==> src/rtl/emul_pkg.sv <==
// Shared definitions for the sequential shift-add multiplier feeding the
// accumulator: default operand widths, product width and FSM encoding.
package emul_pkg;

  localparam int unsigned WA_DEF = 16;
  localparam int unsigned WB_DEF = 15;
  localparam int unsigned PROD_W = 31;

  typedef enum logic [1:0] {
    IDLE = 2'b00,
    RUN  = 2'b01,
    DONE = 2'b10
  } state_t;

endpackage

==> src/rtl/emul_seq_reg.sv <==
// Generic N-bit register with load enable and asynchronous active-high clear.
module emul_seq_reg #(
  parameter int unsigned N = 8
) (
  input  logic         i_clk,
  input  logic         i_rst,
  input  logic         i_load,
  input  logic [N-1:0] i_d,
  output logic [N-1:0] o_q
);

  // Capture i_d when loaded, otherwise hold
  always_ff @(posedge i_clk or posedge i_rst) begin
    if (i_rst) begin
      o_q <= '0;
    end else if (i_load) begin
      o_q <= i_d;
    end
  end

endmodule

==> src/rtl/emul_seq.sv <==
// Sequential unsigned multiplier: one multiplier bit per cycle, LSB first.
// start sampled in cycle 0 gives a one-cycle mul_valid in cycle WB+1.
// mul_out/mul_valid drive the accumulator's mul_in/enable directly.
module emul_seq
  import emul_pkg::*;
#(
  parameter int unsigned WA = WA_DEF,
  parameter int unsigned WB = WB_DEF
) (
  input  logic             clk,
  input  logic             rst_n,      // active-high despite the name
  input  logic             start,
  input  logic             clr,
  input  logic [WA-1:0]    mcand,
  input  logic [WB-1:0]    mplier,
  output logic             busy,
  output logic             mul_valid,
  output logic [WA+WB-1:0] mul_out
);

  localparam int unsigned PW = WA + WB;
  localparam int unsigned CW = (WB > 1) ? $clog2(WB) : 1;

  if (PW != PROD_W) begin : g_bad_width
    $error("emul_seq: WA+WB must equal PROD_W");
  end

  state_t         r_state;
  logic [CW-1:0]  r_cnt;
  logic [PW-1:0]  r_mc;      // multiplicand, shifted left once per iteration
  logic [WB-1:0]  r_mp;      // multiplier, shifted right so bit 0 is current
  logic [PW-1:0]  r_pp;      // partial product
  logic           r_busy;
  logic           r_valid;

  logic [PW-1:0]  w_add;
  logic [PW-1:0]  w_sum;
  logic           w_load;

  // Current iteration's partial sum; on the last iteration it is the product
  always_comb begin
    w_add  = r_mp[0] ? r_mc : '0;
    w_sum  = r_pp + w_add;
    w_load = (r_state == RUN) && (r_cnt == '0) && !clr;
  end

  // Control FSM and datapath registers; clr aborts from any state
  always_ff @(posedge clk or posedge rst_n) begin
    if (rst_n) begin
      r_state <= IDLE;
      r_cnt   <= '0;
      r_mc    <= '0;
      r_mp    <= '0;
      r_pp    <= '0;
      r_busy  <= 1'b0;
      r_valid <= 1'b0;
    end else if (clr) begin
      r_state <= IDLE;
      r_busy  <= 1'b0;
      r_valid <= 1'b0;
    end else begin
      case (r_state)
        IDLE, DONE: begin
          r_valid <= 1'b0;
          if (start) begin
            r_mc    <= PW'(mcand);
            r_mp    <= mplier;
            r_pp    <= '0;
            r_cnt   <= CW'(WB - 1);
            r_state <= RUN;
            r_busy  <= 1'b1;
          end else begin
            r_state <= IDLE;
            r_busy  <= 1'b0;
          end
        end
        RUN: begin
          r_pp <= w_sum;
          r_mc <= r_mc << 1;
          r_mp <= r_mp >> 1;
          if (r_cnt == '0) begin
            r_state <= DONE;
            r_busy  <= 1'b0;
            r_valid <= 1'b1;
          end else begin
            r_cnt <= r_cnt - CW'(1);
          end
        end
        default: begin
          r_state <= IDLE;
          r_busy  <= 1'b0;
          r_valid <= 1'b0;
        end
      endcase
    end
  end

  emul_seq_reg #(
    .N (PROD_W)
  ) u_out_reg (
    .i_clk  (clk),
    .i_rst  (rst_n),
    .i_load (w_load),
    .i_d    (w_sum),
    .o_q    (mul_out)
  );

  assign busy      = r_busy;
  assign mul_valid = r_valid;

endmodule

==> config.mk <==
export PLATFORM = sky130hd
export DESIGN_NAME = emul_seq
export DESIGN_NICKNAME = d
export VERILOG_FILES = /design/src/rtl/emul_pkg.sv /design/src/rtl/emul_seq_reg.sv /design/src/rtl/emul_seq.sv
export SDC_FILE = /design/constraint.sdc
export NUM_CORES = 1
export LEC_CHECK = 0
export CAP_MARGIN = 0
export CORE_AREA = 2 2 107 109
export CTS_CLUSTER_DIAMETER = 40
export DETAILED_ROUTE_END_ITERATION = 16
export DIE_AREA = 0 0 109 111
export GPL_TIMING_DRIVEN = 0
export PLACE_DENSITY = 0.82
export SLEW_MARGIN = 20
export SYNTH_ARGS = -nofsm -noshare
export SYNTH_HDL_FRONTEND = slang
export SYNTH_SLANG_ARGS = --single-unit
==> constraint.sdc <==
create_clock -name clk -period 5.4 [get_ports clk]
set_clock_uncertainty 0.05 [all_clocks]
set_input_delay 0.81 -clock clk [delete_from_list [all_inputs] [get_ports clk]]
set_output_delay 0.81 -clock clk [all_outputs]
set_load 0.05 [all_outputs]
==> results of run 1 <==
## cells by family after synthesis
family / synth area share, %
compound gates: 20.1
xor+xnor: 4.05
fa+ha+maj: 6.55
buf+inv: 3.35
flops: 44.8
mux: 8.59
simple gates: 12.6
## sequential cells by signal, indices dropped and copies added (netlist names)
signal / count
u_out_reg.o_q: 31
r_mp: 15
r_cnt: 4
r_state: 1
r_pp: 31
r_mc: 31
mul_valid: 1
busy: 1
## cell usage in the layout (no fill, tap or decap), types with 3 or more instances in the layout
cell             count
a21o_1              17
xnor2_1             18
o21ai_1              6
o21bai_1             7
ha_1                32
mux2i_1             30
clkbuf_16           17
bufinv_16            3
mux2_2              21
nand2_1             76
o211ai_1             5
a31oi_1              5
nand3_1             11
o31ai_1              3
nor3_1               3
and3_1               4
nor3b_1              3
o21ai_0             41
a21oi_1             30
dfrtp_1            115
and2_1              31
nor2b_1              7
nor2_1              14
buf_1                5
o21a_1               6
clkbuf_1            33
nand4_1              4
buf_2                7
a22o_1              44
clkdlybuf4s50_1     67
inv_1               12
xor2_1               9
## power breakdown
| group | internal (mW) | switching (mW) | total [mW] |
|---|---|---|---|
| Combinational | 0.269 | 0.389 | 0.657 |
| Clock | 0.745 | 0.368 | 1.11 |
| Sequential | 0.990 | 0.0953 | 1.09 |
## critical path: stages, from the launching register on
cell and delay (ns):
dfrtp_1 0.44, clkbuf_1 0.23, and2_1 0.20, ha_1 0.20
fa_1 0.43, a211oi_1 0.42, o21ai_1 0.22, nand3_1 0.19
nand3b_2 0.17, a21oi_1 0.24, a221o_1 0.32, xor3_1 0.34
mux2_4 0.26
## path summary, 6_finish.rpt
check                                     from                            end  slack (ns)  cells past startpoint
setup / recovery           r_mp[0]$_DFFE_PP0P_  u_out_reg.o_q[30]$_DFFE_PP0P_        1.58                     12
hold / removal             r_mp[1]$_DFFE_PP0P_            r_mp[1]$_DFFE_PP0P_        0.43                      2
setup reg to reg           r_mp[0]$_DFFE_PP0P_  u_out_reg.o_q[30]$_DFFE_PP0P_        1.58                     12
hold reg to reg            r_mp[1]$_DFFE_PP0P_            r_mp[1]$_DFFE_PP0P_        0.43                      2
max in group asynchronous                rst_n           r_pp[13]$_DFFE_PP0P_        3.82                      3
min in group asynchronous                rst_n            r_mp[9]$_DFFE_PP0P_        0.81                      2
## metal layers
metal	part of all wire (%)	track usage (%)
met1	44	35.7
met2	50	45.3
met3	4.2	5.29
met4	2.0	10.1
met5	0	0
## cell type report
| class | count | area [sq um] | share of cell area [%] |
|---|---|---|---|
| clock inverters | 5 | 100 | 1.27 |
| multi-input cells | 461 | 3330 | 42.2 |
| inverters | 13 | 53.8 | 0.683 |
| flip-flops and latches | 115 | 2880 | 36.5 |
| well taps | 143 | 179 | 2.27 |
| clock buffers | 26 | 479 | 6.08 |
| plain buffers | 40 | 166 | 2.11 |
| repair buffers | 68 | 698 | 8.86 |
==> metrics.txt, run 1 <==
# TYPE chip_impl_metric gauge
chip_impl_metric{name="antenna_cells",unit=""} 0
chip_impl_metric{name="dp_hpwl",unit="um"} 11200
chip_impl_metric{name="fin_tns_setup",unit="ns"} 0
chip_impl_metric{name="synth_top_area_share",unit="%"} 44.8
chip_impl_metric{name="wl_per_cell",unit="um"} 17.8
chip_impl_metric{name="yosysWarnings",unit=""} 0
chip_impl_metric{name="report.power.total",unit="mW"} 2.86
chip_impl_info{name="yosys_most_used_dff",value="dfrtp_1"} 1
chip_impl_metric{name="final.fill_count",unit=""} 798
chip_impl_metric{name="slew_viol_final",unit=""} 0
chip_impl_metric{name="antenna_violations_before_repair",unit=""} 0
chip_impl_metric{name="max_freq",unit="GHz"} 0.262
chip_impl_metric{name="dpl_worst_slack",unit="ns"} 1.60
chip_impl_metric{name="clock_pin_slew_of_the_registers_on_the_worst_case_setup_and_hold_paths",unit="ns"} 0.05
chip_impl_metric{name="finalNonFillerCells",unit=""} 871
chip_impl_info{name="outcome",value="completed"} 1
chip_impl_metric{name="irDropWorstVdd",unit="mV"} 0.207
chip_impl_metric{name="firstDrtPassIters",unit=""} 7
chip_impl_metric{name="postCtsSetupRepairBufs",unit=""} 0
chip_impl_metric{name="final_period_util",unit="%"} 70.8
chip_impl_metric{name="postLayoutCoreUtil",unit="%"} 71.2
chip_impl_metric{name="via_per_inst",unit=""} 5.99
chip_impl_metric{name="fin_area",unit="sq um"} 7880
chip_impl_metric{name="cts_sinks",unit=""} 115
chip_impl_metric{name="rows",unit=""} 39
chip_impl_info{name="critical_path.startpoint_type",value="flop"} 1
chip_impl_metric{name="route.detailed.drc",unit=""} 0
chip_impl_metric{name="postSynthCellCount",unit=""} 629
chip_impl_metric{name="layout-drive-gt1-share",unit="%"} 8.93
chip_impl_metric{name="boundaryPins",unit=""} 68
chip_impl_info{name="rsz0062_at_grt",value="false"} 1
chip_impl_metric{name="num_vias",unit=""} 5213
chip_impl_info{name="list_of_most_frequent_post_synthesis_cells",value="115 x dfrtp_1, 76 x nand2_1, 44 x a22o_1"} 1
chip_impl_metric{name="numCtsBuffers",unit=""} 17
chip_impl_metric{name="slew_headroom",unit="%"} 44.2
chip_impl_metric{name="gp_weighted_congestion",unit=""} 0.898
chip_impl_info{name="worst_hold_path_type",value="flop to flop"} 1
chip_impl_metric{name="grt_first_pass_wirelength",unit="um"} 25800
chip_impl_metric{name="final_hold_slack",unit="ns"} 0.428
chip_impl_info{name="post-synth-top-count-cell",value="dfrtp_1"} 1
chip_impl_info{name="critical_path.endpoint_type",value="flop"} 1
chip_impl_metric{name="post-place-cells",unit=""} 840
chip_impl_metric{name="groute.usage.overall",unit="%"} 27.5
chip_impl_metric{name="htreeDepth",unit=""} 4
chip_impl_metric{name="post_cts.resized_instances",unit=""} 0
chip_impl_metric{name="synth_seq_area_share",unit="%"} 44.8
chip_impl_info{name="yosys.area.top_type",value="dfrtp_1"} 1
chip_impl_metric{name="core_area",unit="sq um"} 11100
chip_impl_metric{name="cts-root-to-sink-buffers",unit=""} 2
chip_impl_metric{name="route.antenna.remaining_nets",unit=""} 0
chip_impl_metric{name="postSynth.asyncResetShare",unit="%"} 100
chip_impl_metric{name="die_w",unit="um"} 109
chip_impl_metric{name="crit_required",unit="ns"} 5.65
chip_impl_metric{name="slew_at_the_pin_closest_to_its_max_slew_limit",unit="ns"} 0.838
chip_impl_info{name="clock-root-buffer",value="clkbuf_16"} 1
chip_impl_info{name="synthTopCellsByArea",value="dfrtp_1 45%, ha_1 6.2%, a22o_1 6.0%, mux2i_1 4.7%, nand2_1 4.4%"} 1
chip_impl_metric{name="setup_viol_count_final",unit=""} 0
chip_impl_info{name="tritoncts",value="built"} 1
chip_impl_metric{name="numPortBuffers",unit=""} 67
chip_impl_metric{name="post_synth.cell_area_avg",unit="sq um"} 10.2
chip_impl_metric{name="static-leakage-power",unit="nW"} 3.86
chip_impl_metric{name="max_cap_viol_count",unit=""} 0
chip_impl_metric{name="period_needed",unit="ns"} 3.82
chip_impl_metric{name="postPlaceCellArea",unit="sq um"} 7300
chip_impl_metric{name="finalWirelength",unit="um"} 15500
chip_impl_info{name="critical_path_class",value="flop to flop"} 1
chip_impl_metric{name="worst_slack",unit="ns"} 1.58
chip_impl_metric{name="syn2layout_area_growth",unit="%"} 22.8
chip_impl_metric{name="die_height",unit="um"} 111
chip_impl_metric{name="synth_enable_flop_cells",unit=""} 0
chip_impl_metric{name="grt.overflow.total",unit=""} 0
chip_impl_metric{name="full_die_area",unit="sq um"} 12100
chip_impl_metric{name="clk_latency",unit="ns"} 0.42
chip_impl_metric{name="synth_area",unit="sq um"} 6420
chip_impl_metric{name="synthDistinctLibCells",unit=""} 60
chip_impl_metric{name="grt_pass1_vias",unit=""} 5322
chip_impl_metric{name="arrival",unit="ns"} 4.08
chip_impl_metric{name="power_per_cell_area",unit="nW/um^2"} 362
chip_impl_metric{name="final_hold_viol_count",unit=""} 0
chip_impl_metric{name="drt_iter0_markers",unit=""} 313
chip_impl_metric{name="critical_path_peak_fanout",unit=""} 10
chip_impl_metric{name="cts-hold-fix-buffers",unit=""} 0
chip_impl_metric{name="nets_final",unit=""} 784
chip_impl_metric{name="synth-seq-cells",unit=""} 115
chip_impl_metric{name="synth.net_count",unit=""} 697
chip_impl_metric{name="starting_density",unit="%"} 58.0
chip_impl_metric{name="maximum_number_of_pins_on_one_net_before_global_route_repair",unit=""} 67
Note: power is estimated with default switching activity, not from simulation.
==> inputs of run 2 (changes only) <==
--- a/config.mk
+++ b/config.mk
@@ -6,12 +6,12 @@
 export NUM_CORES = 1
 export LEC_CHECK = 0
 export CAP_MARGIN = 0
-export CORE_AREA = 2 2 107 109
+export CORE_AREA = 2 2 110 112
 export CTS_CLUSTER_DIAMETER = 40
 export DETAILED_ROUTE_END_ITERATION = 16
-export DIE_AREA = 0 0 109 111
+export DIE_AREA = 0 0 112 114
 export GPL_TIMING_DRIVEN = 0
-export PLACE_DENSITY = 0.82
+export PLACE_DENSITY = 0.78
 export SLEW_MARGIN = 20
 export SYNTH_ARGS = -nofsm -noshare
 export SYNTH_HDL_FRONTEND = slang
==> constraint.sdc (replaced) <==
create_clock -name clk -period 3.67 [get_ports clk]
set_clock_uncertainty 0.05 [all_clocks]
set_input_delay 0.5505 -clock clk [delete_from_list [all_inputs] [get_ports clk]]
set_output_delay 0.5505 -clock clk [all_outputs]
set_load 0.05 [all_outputs]
==> run 2 against run 1 <==
  * Worst hold slack lost 0.0011 ns
  * Via count shrank 0.17%
  * Combinational power up 49%
  * Routed wire length up 2.2%
  * Worst setup slack lost 1.5 ns
  * Non-clock buffer count increased by 2
  * Sequential power up 46%
  * Sequential share of layout area shrank 0.44 points
  * Clock-buffer cell count decreased by 4
==> metrics.txt, run 2 (synthesis gave the netlist of run 1 again) <==
# TYPE chip_impl_metric gauge
chip_impl_info{name="outcome",value="completed"} 1
chip_impl_metric{name="slew_headroom",unit="%"} 43.4
chip_impl_metric{name="slew_at_the_pin_closest_to_its_max_slew_limit",unit="ns"} 0.849
chip_impl_info{name="largest_registers",value="r_mc x31, r_pp x31, u_out_reg.o_q x31"} 1
chip_impl_info{name="tritoncts",value="built"} 1
chip_impl_metric{name="via_per_inst",unit=""} 5.93
chip_impl_metric{name="clock_pin_slew_of_the_registers_on_the_worst_case_setup_and_hold_paths",unit="ns"} 0.05
chip_impl_metric{name="route.antenna.remaining_nets",unit=""} 0
chip_impl_metric{name="final.fill_count",unit=""} 884
chip_impl_metric{name="final_hold_slack",unit="ns"} 0.427
chip_impl_metric{name="finalWirelength",unit="um"} 15900
chip_impl_metric{name="max_freq",unit="GHz"} 0.282
chip_impl_info{name="clock-root-buffer",value="clkbuf_16"} 1
chip_impl_metric{name="dp_hpwl",unit="um"} 11300
chip_impl_metric{name="core_area",unit="sq um"} 11700
chip_impl_info{name="layout.cells.most_common",value="dfrtp_1"} 1
chip_impl_metric{name="slew_viol_final",unit=""} 0
chip_impl_metric{name="cts_sinks",unit=""} 115
chip_impl_metric{name="crit_required",unit="ns"} 3.92
chip_impl_metric{name="maximum_number_of_pins_on_one_net_before_global_route_repair",unit=""} 70
chip_impl_metric{name="grt_first_pass_wirelength",unit="um"} 26000
chip_impl_metric{name="arrival",unit="ns"} 3.80
chip_impl_metric{name="max_cap_viol_count",unit=""} 0
chip_impl_metric{name="postLayoutCoreUtil",unit="%"} 68.1
chip_impl_metric{name="numCtsBuffers",unit=""} 17
chip_impl_metric{name="num_vias",unit=""} 5204
chip_impl_metric{name="final_hold_viol_count",unit=""} 0
chip_impl_metric{name="period_needed",unit="ns"} 3.54
chip_impl_metric{name="power_per_cell_area",unit="nW/um^2"} 542
chip_impl_info{name="critical_path.startpoint_type",value="flop"} 1
chip_impl_metric{name="final_period_util",unit="%"} 96.6
chip_impl_metric{name="cts-hold-fix-buffers",unit=""} 0
chip_impl_metric{name="antenna_cells",unit=""} 0
chip_impl_metric{name="drt_iter0_markers",unit=""} 322
chip_impl_metric{name="syn2layout_area_growth",unit="%"} 24.2
chip_impl_metric{name="die_height",unit="um"} 114
chip_impl_info{name="most_frequent_cells_in_the_layout",value="115 x dfrtp_1, 76 x nand2_1, 67 x clkdlybuf4s50_1"} 1
chip_impl_metric{name="grt_pass1_vias",unit=""} 5319
chip_impl_metric{name="rows",unit=""} 40
chip_impl_metric{name="post-place-cells",unit=""} 844
chip_impl_metric{name="antenna_violations_before_repair",unit=""} 0
chip_impl_metric{name="finalNonFillerCells",unit=""} 878
chip_impl_metric{name="setup_viol_count_final",unit=""} 0
chip_impl_metric{name="groute.usage.overall",unit="%"} 25.8
chip_impl_info{name="critical_path.endpoint_type",value="flop"} 1
chip_impl_metric{name="die_w",unit="um"} 112
chip_impl_metric{name="numPortBuffers",unit=""} 67
chip_impl_metric{name="clk_latency",unit="ns"} 0.43
chip_impl_metric{name="static-leakage-power",unit="nW"} 3.90
chip_impl_metric{name="full_die_area",unit="sq um"} 12800
chip_impl_metric{name="boundaryPins",unit=""} 68
chip_impl_metric{name="report.power.total",unit="mW"} 4.32
chip_impl_metric{name="htreeDepth",unit=""} 4
chip_impl_metric{name="cts-root-to-sink-buffers",unit=""} 2
chip_impl_info{name="critical_path_class",value="flop to flop"} 1
chip_impl_metric{name="grt.overflow.total",unit=""} 0
chip_impl_metric{name="route.detailed.drc",unit=""} 0
chip_impl_metric{name="layout-drive-gt1-share",unit="%"} 10.4
chip_impl_metric{name="wl_per_cell",unit="um"} 18.1
chip_impl_metric{name="firstDrtPassIters",unit=""} 6
chip_impl_metric{name="critical_path_peak_fanout",unit=""} 10
chip_impl_metric{name="starting_density",unit="%"} 54.8
chip_impl_metric{name="gp_weighted_congestion",unit=""} 0.917
chip_impl_info{name="worst_hold_path_type",value="flop to flop"} 1
chip_impl_metric{name="irDropWorstVdd",unit="mV"} 0.344
chip_impl_metric{name="nets_final",unit=""} 786
-- run 2: stage by stage --
stage	worst slack [ns]	TNS [ns]	cell area (sq um)
floorplan	0.0254	0	6420
global placement	-1.55	-177.76	7270
detailed placement	-0.119	-0.119	7310
CTS	0.0443	0	7950
global route	-0.000905	-0.000905	7980
finish	0.125	0	7980
-- run 2: final timing paths --
check	start	endpoint	slack (ns)	depth (start not counted)
max in group asynchronous	rst_n	u_out_reg.o_q[16]$_DFFE_PP0P_	2.35	3
min in group asynchronous	rst_n	r_mp[5]$_DFFE_PP0P_	0.56	2
min	u_out_reg.o_q[1]$_DFFE_PP0P_	u_out_reg.o_q[1]$_DFFE_PP0P_	0.43	2
min reg2reg	u_out_reg.o_q[1]$_DFFE_PP0P_	u_out_reg.o_q[1]$_DFFE_PP0P_	0.43	2
max	r_mp[0]$_DFFE_PP0P_	u_out_reg.o_q[30]$_DFFE_PP0P_	0.13	12
max reg2reg	r_mp[0]$_DFFE_PP0P_	u_out_reg.o_q[30]$_DFFE_PP0P_	0.13	12
-- run 2: layout make-up --
cell class | count | area, sq um | area share (%)
repair buffers | 70 | 713 | 8.94
inverters | 13 | 53.8 | 0.675
clock inverters | 10 | 154 | 1.93
well taps | 147 | 184 | 2.31
multi-input cells | 461 | 3350 | 42.0
flip-flops and latches | 115 | 2880 | 36.1
plain buffers | 40 | 168 | 2.10
clock buffers | 22 | 474 | 5.95
-- run 2: repair_timing --
action	CTS	global route
pin swaps	1	1
gates resized for setup	1	5
setup endpoints to repair	1	5
setup buffers	1	1
cloned	0	0
-- run 2: power by group --
group          internal [mW]  switching (mW)  total, mW
clock network           1.18           0.568       1.75
logic                  0.400           0.582      0.981
registers               1.46           0.135       1.59
-- run 2: worst max-delay path, cell delays in order (launching register included) --
cell,delay (ns)
dfrtp_1,0.42
clkbuf_2,0.21
and2_1,0.18
ha_1,0.21
fa_1,0.45
a211oi_2,0.30
o21ai_1,0.19
nand3_1,0.23
nand3b_4,0.17
a21oi_4,0.18
a221o_1,0.24
xor3_1,0.33
mux2_4,0.27
-- run 2: routing by layer --
metal	track usage [%]	routed length, um	vias to the layer above
li1	-	-	2457
met5	0	0	-
met2	42.8	7770	172
met4	10.9	379	0
met1	33.4	6890	2549
met3	5.10	817	26
==> inputs of run 3 (changes only) <==
--- a/config.mk
+++ b/config.mk
@@ -8,6 +8,7 @@
 export CAP_MARGIN = 0
 export CORE_AREA = 2 2 110 112
 export CTS_CLUSTER_DIAMETER = 40
+export CTS_CLUSTER_SIZE = 20
 export DETAILED_ROUTE_END_ITERATION = 16
 export DIE_AREA = 0 0 112 114
 export GPL_TIMING_DRIVEN = 0
==> results of run 3 <==
Same layout as run 2: the final DEF is identical, and so are final timing and power.
